[src/rtl/chunked_serial_adder_if.sv]
// Handshake bundle for chunked_serial_adder: operand request channel and
// result response channel. The master side issues operations and consumes
// results; the slave side is the adder.
interface chunked_serial_adder_if #(
    parameter int WIDTH = 32
);
    logic             in_valid;
    logic             in_ready;
    logic [WIDTH-1:0] a;
    logic [WIDTH-1:0] b;
    logic             carryin;
    logic             subtract;
    logic             out_valid;
    logic             out_ready;
    logic [WIDTH-1:0] sum;
    logic             carryout;
    logic             overflow;

    modport master (
        output in_valid, a, b, carryin, subtract, out_ready,
        input  in_ready, out_valid, sum, carryout, overflow
    );

    modport slave (
        input  in_valid, a, b, carryin, subtract, out_ready,
        output in_ready, out_valid, sum, carryout, overflow
    );
endinterface

[src/rtl/chunked_serial_adder.sv]
// Multi-cycle two's-complement adder/subtractor. Operands are latched on
// accept, then CHUNK bits are added per clock with a 1-bit carry register
// between slices. The visible result registers only load on the final slice,
// so partial sums never reach the outputs.
module chunked_serial_adder #(
    parameter int WIDTH = 32,
    parameter int CHUNK = 4
) (
    input  logic                  clk,
    input  logic                  reset,
    chunked_serial_adder_if.slave bus
);
    localparam int NCHUNK = WIDTH / CHUNK;
    localparam int CNT_W  = (NCHUNK > 1) ? $clog2(NCHUNK) : 1;

    typedef enum logic [1:0] {
        IDLE = 2'd0,
        RUN  = 2'd1,
        DONE = 2'd2
    } state_t;

    state_t           state_reg;
    state_t           state_next;
    logic [CNT_W-1:0] cnt_reg;
    logic             carry_reg;
    logic [WIDTH-1:0] a_reg;
    logic [WIDTH-1:0] b_reg;      // already inverted in subtract mode
    logic [WIDTH-1:0] part_reg;   // slices completed so far
    logic [WIDTH-1:0] part_next;  // part_reg with the current slice merged in
    logic [WIDTH-1:0] sum_reg;
    logic             cout_reg;
    logic             ovf_reg;

    logic [CHUNK-1:0] a_slice [NCHUNK];
    logic [CHUNK-1:0] b_slice [NCHUNK];
    logic [CHUNK:0]   slice_sum;
    logic             last_slice;
    logic             accept;

    // Split the latched operands into slices and merge the current slice
    // result into the partial sum without a variable-width part-select.
    generate
        for (genvar gi = 0; gi < NCHUNK; gi++) begin : g_slice
            assign a_slice[gi] = a_reg[gi*CHUNK +: CHUNK];
            assign b_slice[gi] = b_reg[gi*CHUNK +: CHUNK];
            assign part_next[gi*CHUNK +: CHUNK] =
                (cnt_reg == CNT_W'(gi)) ? slice_sum[CHUNK-1:0]
                                        : part_reg[gi*CHUNK +: CHUNK];
        end
    endgenerate

    assign slice_sum  = {1'b0, a_slice[cnt_reg]} + {1'b0, b_slice[cnt_reg]}
                      + {{CHUNK{1'b0}}, carry_reg};
    assign last_slice = (cnt_reg == CNT_W'(NCHUNK - 1));
    assign accept     = (state_reg == IDLE) && bus.in_valid;

    assign bus.in_ready  = (state_reg == IDLE) && !reset;
    assign bus.out_valid = (state_reg == DONE);
    assign bus.sum       = sum_reg;
    assign bus.carryout  = cout_reg;
    assign bus.overflow  = ovf_reg;

    // State register.
    always_ff @(posedge clk or posedge reset) begin
        if (reset) begin
            state_reg <= IDLE;
        end else begin
            state_reg <= state_next;
        end
    end

    // Next-state logic: accept only in IDLE, finish on the last slice,
    // release the result on the output handshake.
    always_comb begin
        state_next = state_reg;
        case (state_reg)
            IDLE:    if (bus.in_valid)  state_next = RUN;
            RUN:     if (last_slice)    state_next = DONE;
            DONE:    if (bus.out_ready) state_next = IDLE;
            default:                    state_next = IDLE;
        endcase
    end

    // Datapath: latch operands on accept, add one slice per RUN edge,
    // and load the visible result only on the final slice.
    always_ff @(posedge clk or posedge reset) begin
        if (reset) begin
            cnt_reg   <= '0;
            carry_reg <= 1'b0;
            a_reg     <= '0;
            b_reg     <= '0;
            part_reg  <= '0;
            sum_reg   <= '0;
            cout_reg  <= 1'b0;
            ovf_reg   <= 1'b0;
        end else if (accept) begin
            a_reg     <= bus.a;
            b_reg     <= bus.subtract ? ~bus.b : bus.b;
            carry_reg <= bus.subtract ? 1'b1 : bus.carryin;
            cnt_reg   <= '0;
            part_reg  <= '0;
        end else if (state_reg == RUN) begin
            part_reg  <= part_next;
            carry_reg <= slice_sum[CHUNK];
            cnt_reg   <= cnt_reg + CNT_W'(1);
            if (last_slice) begin
                sum_reg  <= part_next;
                cout_reg <= slice_sum[CHUNK];
                ovf_reg  <= (a_reg[WIDTH-1] == b_reg[WIDTH-1]) &&
                            (part_next[WIDTH-1] != a_reg[WIDTH-1]);
            end
        end
    end
endmodule
[src/flat_wrapper.sv]
// flat-port wrapper written by rule: the top's interface ports become plain ports
module chunked_serial_adder_flat 
#(
    parameter int WIDTH = 32,
    parameter int CHUNK = 4
)
  (clk, reset, bus_in_valid, bus_a, bus_b, bus_carryin, bus_subtract, bus_out_ready, bus_in_ready, bus_out_valid, bus_sum, bus_carryout, bus_overflow);
  chunked_serial_adder_if #(.WIDTH(WIDTH)) bus_i ();
  input  logic clk;
  input  logic reset;
  input wire logic [$bits(bus_i.in_valid)-1:0] bus_in_valid;
  input wire logic [$bits(bus_i.a)-1:0] bus_a;
  input wire logic [$bits(bus_i.b)-1:0] bus_b;
  input wire logic [$bits(bus_i.carryin)-1:0] bus_carryin;
  input wire logic [$bits(bus_i.subtract)-1:0] bus_subtract;
  input wire logic [$bits(bus_i.out_ready)-1:0] bus_out_ready;
  output wire logic [$bits(bus_i.in_ready)-1:0] bus_in_ready;
  output wire logic [$bits(bus_i.out_valid)-1:0] bus_out_valid;
  output wire logic [$bits(bus_i.sum)-1:0] bus_sum;
  output wire logic [$bits(bus_i.carryout)-1:0] bus_carryout;
  output wire logic [$bits(bus_i.overflow)-1:0] bus_overflow;
  assign bus_i.in_valid = bus_in_valid;
  assign bus_i.a = bus_a;
  assign bus_i.b = bus_b;
  assign bus_i.carryin = bus_carryin;
  assign bus_i.subtract = bus_subtract;
  assign bus_i.out_ready = bus_out_ready;
  assign bus_in_ready = bus_i.in_ready;
  assign bus_out_valid = bus_i.out_valid;
  assign bus_sum = bus_i.sum;
  assign bus_carryout = bus_i.carryout;
  assign bus_overflow = bus_i.overflow;
  chunked_serial_adder #(.WIDTH(WIDTH), .CHUNK(CHUNK)) u_core (.clk(clk), .reset(reset), .bus(bus_i));
endmodule
[config.mk]
export PLATFORM = sky130hd
export DESIGN_NAME = chunked_serial_adder_flat
export DESIGN_NICKNAME = d
export VERILOG_FILES = /design/src/rtl/chunked_serial_adder_if.sv /design/src/rtl/chunked_serial_adder.sv /design/src/flat_wrapper.sv
export SDC_FILE = /design/constraint.sdc
export NUM_CORES = 1
export LEC_CHECK = 0
export CAP_MARGIN = 30
export CORE_MARGIN = 4
export CORE_UTILIZATION = 40
export DETAILED_ROUTE_END_ITERATION = 10
export PLACE_DENSITY = 0.68
export SETUP_SLACK_MARGIN = 0.2
export SLEW_MARGIN = 20
export SYNTH_ARGS = -nofsm -noshare
export SYNTH_HDL_FRONTEND = slang
export SYNTH_SLANG_ARGS = --single-unit
[constraint.sdc]
create_clock -name clk -period 4.8 [get_ports clk]
set_clock_uncertainty 0.15 [all_clocks]
set_input_delay 0.72 -clock clk [delete_from_list [all_inputs] [get_ports clk]]
set_output_delay 0.72 -clock clk [all_outputs]
set_load 0.01 [all_outputs]
Word level (Yosys, flattened, before mapping)
Index checks and enable logic that the tools add are counted.
Widths: inputs -> output; s select.
- word-level logic and storage cells: 65
- input port bits: 70
- flip-flop bits (word level): 136
- output and inout bits: 36
- eq/ne operators: 14
- bitwise logic cells: 3
- muxes and demuxes: 26
- $add $sub $neg: 3
- magnitude comparators: 1
- reduce and logical (&&, ||, !) cells: 9
- operator list (operator ; number):
    $mux 32 ; 3
    $mux 4 ; 12
    $not 32->32 ; 1
    $bmux 4 s3 ; 2
    $eq 3x3->1 const B ; 4
    $eq 3x2->1 const B ; 2
    $mux 2 ; 3
    $mux 3 ; 2
    $pmux 2 s3 ; 1
    $reduce_and 3->1 ; 2
    $add 4x4->5 ; 1
    $add 5x1->5 ; 1
    $ge 4x4->1 const B ; 1
    $ne 2x2->1 const B ; 2
    $not 3->4 ; 1
    $add 3x1->3 const B ; 1
    $eq 3x1->1 const B ; 1
    $logic_and 1x1->1 ; 3
    $logic_not 3->1 ; 1
    $mux 1 ; 3
    $eq 2x1->1 const B ; 1
    $eq 2x2->1 const B ; 1
    $logic_not 2->1 ; 1
    $ne 2x1->1 const B ; 1
    other kinds (5) ; 5

Logic depth before layout (Yosys ltp)
- depth in word-level cells: 9
- depth in mapped cells: 11
- depth with buffers taken out: 9

Worst setup path after synthesis
No wires, ideal clock.
- path type: register -> register
- from: register u_core.cnt_reg[0]
- to: register u_core.part_reg[10]
- stages on the path, launching flop included: 11
- arrival time: 3.006 ns
- setup slack: 1.509 ns
- data required time: 4.514 ns
- clock period less this slack: 3.291 ns
- cells stage by stage: dfrtp_1 -> buf_4 -> buf_6 -> mux4_2 -> nand2_1 -> nand2_1 -> fa_1 -> fa_1 -> xnor2_1 -> nand2b_1 -> o21ai_0
- cells in the longest elaborated chain, start to end: 9
- elaborated cells between the ends (all ways): 13
- classes of those cells: add/sub: 2; eq/ne: 1; mux: 9; bitwise: 1
- ends and longest elaborated chain (element ; RTL line ; text):
    start: declaration ; chunked_serial_adder.sv:24 ; logic [CNT_W-1:0] cnt_reg;
    start signal: assignment ; chunked_serial_adder.sv:105 ; cnt_reg <= cnt_reg + CNT_W'(1);
    $not 3->4 (not written as such) ; chunked_serial_adder.sv:52 ; assign slice_sum = {1'b0, a_slice[cnt_reg]} + {1'b0, b_slice[cnt_reg]}
    $bmux 4 s3 ; chunked_serial_adder.sv:52 ;
    $mux 4 (not written as such) (2 in series) ; chunked_serial_adder.sv:52 ;
    $add 4x4->5 ; chunked_serial_adder.sv:52 ;
    $add 5x1->5 ; chunked_serial_adder.sv:53 ; + {{CHUNK{1'b0}}, carry_reg};
    $mux 4 * ; chunked_serial_adder.sv:47 ; (cnt_reg == CNT_W'(gi)) ? slice_sum[CHUNK-1:0]
    $mux 32 * ; chunked_serial_adder.sv:102 ; end else if (state_reg == RUN) begin
    $mux 32 * ; chunked_serial_adder.sv:96 ; end else if (accept) begin
    end signal: assignment ; chunked_serial_adder.sv:103 ; part_reg <= part_next;
    end: declaration ; chunked_serial_adder.sv:28 ; logic [WIDTH-1:0] part_reg;
Mark *: on every way between the ends. The rest lies on a longest branch, timed or not. The select of a mux whose other input is x is not followed.
A chain may end at the register's enable or synchronous reset.

Final worst setup path
- from: register u_core.cnt_reg[0]
- to: register u_core.part_reg[18]
Same word-level chain as after synthesis.

==> impl_metrics.csv <==
group,metric,value,unit
logic_synthesis,synthArstFlopShare,100,%
cts,holdBufCountCts,0,
sta,maxSlewHeadroom,42.2,%
sta,tightest_slew,0.867,ns
drt,vias,4535,
logic_synthesis,synth_edf_count,0,
logic_synthesis,synth_compound_area_share,11.7,%
sta,fin_ws,0.919,ns
cts,clock_sinks,132,
sta,hold_ws,0.328,ns
floorplan,io_pins,106,
cts,cts_setup_buffers,0,
critical_path,crit_fanout,12,
floorplan,die_x,133,um
logic_synthesis,synth_fp_nets,651,
global_route,track_usage,17.2,%
final_layout,instances_no_fill,884,
floorplan,die-area,17700,um^2
critical_path,endpoint_kind,"flip-flop",
critical_path,r2r-start,"u_core.cnt_reg[0]",
floorplan,fp-row-count,45,
logic_synthesis,synthDominantCellAreaShare,52.9,%
logic_synthesis,synth_mux_area_share,14.0,%
sta,setup_viol,0,
sta,max_freq,0.258,GHz
placed_design,place_congestion,0.794,
critical_path,rr_worst_depth,8,
logic_synthesis,synth_cells,570,
final_layout,final_common_cell,"dfrtp_1",
cts,ctsRootBufferMaster,"clkbuf_16",
logic_synthesis,yosys.area_share.xor_xnor,4.63,%
placed_design,placed_cells,854,
logic_synthesis,synth_top_family_by_area,"multiplexers",
cts,clk_transition_reported_paths,0.05,ns
flow_run,cap_violations,0,
power_and_ir_drop,p_per_area,785,nW/um^2
logic_synthesis,yosysWarnings,0,
cts,htreeDepth,4,
placed_design,dp_hpwl,10300,um
sta,rsz0062_at_grt,"no",
sta,slew_violations,0,
global_route,grt_pass1_wl,24000,um
final_layout,fillers,1336,
run_status,outcome,"complete, no violations",
drt,drt_first_pass_iters,4,
cts,worst_skew_pair.late_latency,0.42,ns
floorplan,core_region_area,15300,um^2
logic_synthesis,syn-cell-area,6240,um^2
logic_synthesis,synth_area_leaders,"dfrtp_1, mux4_2, a21oi_1, nand2_1, xnor2_1",
critical_path,critPathLaunch,"u_core.cnt_reg[0]",
global_route,grt_max_degree,102,
logic_synthesis,ys_seq_area_share,52.9,%
sta,hold_viol,0,
final_layout,final_nets,744,
power_and_ir_drop,vdd_drop_max,0.498,mV
logic_synthesis,synth-main-ff-cell,"dfrtp_1",
placed_design,place_ws,0.911,ns
logic_synthesis,synth_cell_types,42,
logic_synthesis,synth-adder-area-share,2.45,%
final_layout,area_delta_synth_final,28.7,%
cts,cts.path.max_buffers,2,
drt,antenna_left,0,
logic_synthesis,synth-simple-area-share,10.7,%
sta,fin_crit,3.88,ns
drt,first_iter_violations,357,
global_route,antenna_found_initial,0,
hold_path,hold-path-endpoint,"u_core.part_reg[11]",
final_layout,antennaDiodeCount,0,
hold_path,hold_class,"flip-flop to flip-flop",
final_layout,drive_gt1_share,13.5,%
global_route,grt_pass1_vias,4668,
sta,tns,0,ns
critical_path,r2r_slack,0.92,ns
logic_synthesis,ys_ff_latch,132,
hold_path,worstHoldStart,"u_core.part_reg[11]",
power_and_ir_drop,power,6310,uW
critical_path,crit_type,"flip-flop to flip-flop",
drt,post-route-drc-count,0,
floorplan,fp.dieH,133,um
drt,wl_per_cell,16.4,um
critical_path,crit_arrival,4.00,ns
cts,cts_resized,0,
cts,cts-buffers-inserted,17,
critical_path,critical_path.startpoint_type,"flip-flop",
hold_path,min_path_cells,2,
placed_design,io_buffers,105,
logic_synthesis,syn_area_per_cell,10.9,um^2
global_route,globalRouteOverflowTotal,0,
drt,drt-total-wl,14500,um
logic_synthesis,yosysTopAreaCell,"dfrtp_1",
floorplan,initial_core_util,40.9,%
critical_path,worstPathRequired,4.92,ns
drt,viasPerCell,5.13,
sta,finalCritPeriodShare,80.9,%
power_and_ir_drop,p_leak,0.00342,uW
final_layout,layout_common_cells,"dfrtp_1, clkdlybuf4s50_1, nand2_1",
cts,cts_tree,"built",
critical_path,r2r_end,"u_core.part_reg[18]",
## where the power goes
group	internal, uW	total [uW]	switching [uW]
Clock	807	1250	442
Combinational	1340	3080	1740
Sequential	1610	1970	362
Total	3760	6310	2550
## through the flow
| stage | utilization (%) | area (um^2) |
|---|---|---|
| final | 52.6 | 8030 |
| after global routing | 52.6 | 8030 |
| after CTS | 52.5 | 8010 |
| after detailed placement | 48.8 | 7440 |
| after global placement | 48.5 | 7400 |
| after floorplan | - | 6240 |
## synth_stat cells, drive strengths merged, types with 2 or more instances
| cell | instances |
|---|---|
| dfrtp | 132 |
| nand2 | 79 |
| a21oi | 63 |
| nor2 | 56 |
| o21ai | 35 |
| xnor2 | 33 |
| mux2 | 32 |
| buf | 29 |
| mux4 | 16 |
| mux2i | 15 |
| o31ai | 13 |
| clkbuf | 11 |
| ha | 9 |
| and3 | 7 |
| a21bo | 6 |
| inv | 6 |
| nand2b | 5 |
| a21o | 3 |
| a31oi | 2 |
| fa | 2 |
| nand3 | 2 |
| nor2b | 2 |
| nor3 | 2 |
## area by class of cell
class / instances / area, um^2 / share of cell area [%]
inverters: 7 / 28.8 / 0.358
well taps: 211 / 264 / 3.29
clock inverters: 5 / 75.1 / 0.935
clock buffers: 24 / 492 / 6.12
repair buffers: 114 / 1150 / 14.4
flip-flops and latches: 132 / 3300 / 41.1
multi-input cells: 391 / 2720 / 33.8
## worst max-delay path by stage
stage,slack (ns),endpoint
floorplan,0.40,u_core.a_reg[0]
global placement,1.03,u_core.part_reg[18]
detailed placement,0.91,u_core.part_reg[18]
CTS,0.90,u_core.part_reg[18]
global route,0.66,u_core.part_reg[18]
finish,0.92,u_core.part_reg[18]
## critical path: stages, from the launching register on
cell and delay (ns):
dfrtp_1 0.79, mux4_2 0.58, nand2_1 0.08, nand2_1 0.08, fa_1 0.49, fa_1 0.42, xnor2_1 0.69, nand2b_1 0.30
o21ai_0 0.15
## per-layer routing
metal	track usage, %	part of all wire, %
met2	27.4	48
met1	22.4	45
met3	4.87	5.7
met5	0	0
met4	6.18	1.7
## cell families after synthesis
kind of cell	after synthesis
and+or+nand+nor	157
DFF	132
AOI/OAI and AO/OA	127
muxes	63
buffers and inverters	47
xor gates and xnor gates	33
adders and majority gates	11
No activity file was read; power rests on OpenSTA's default activity.
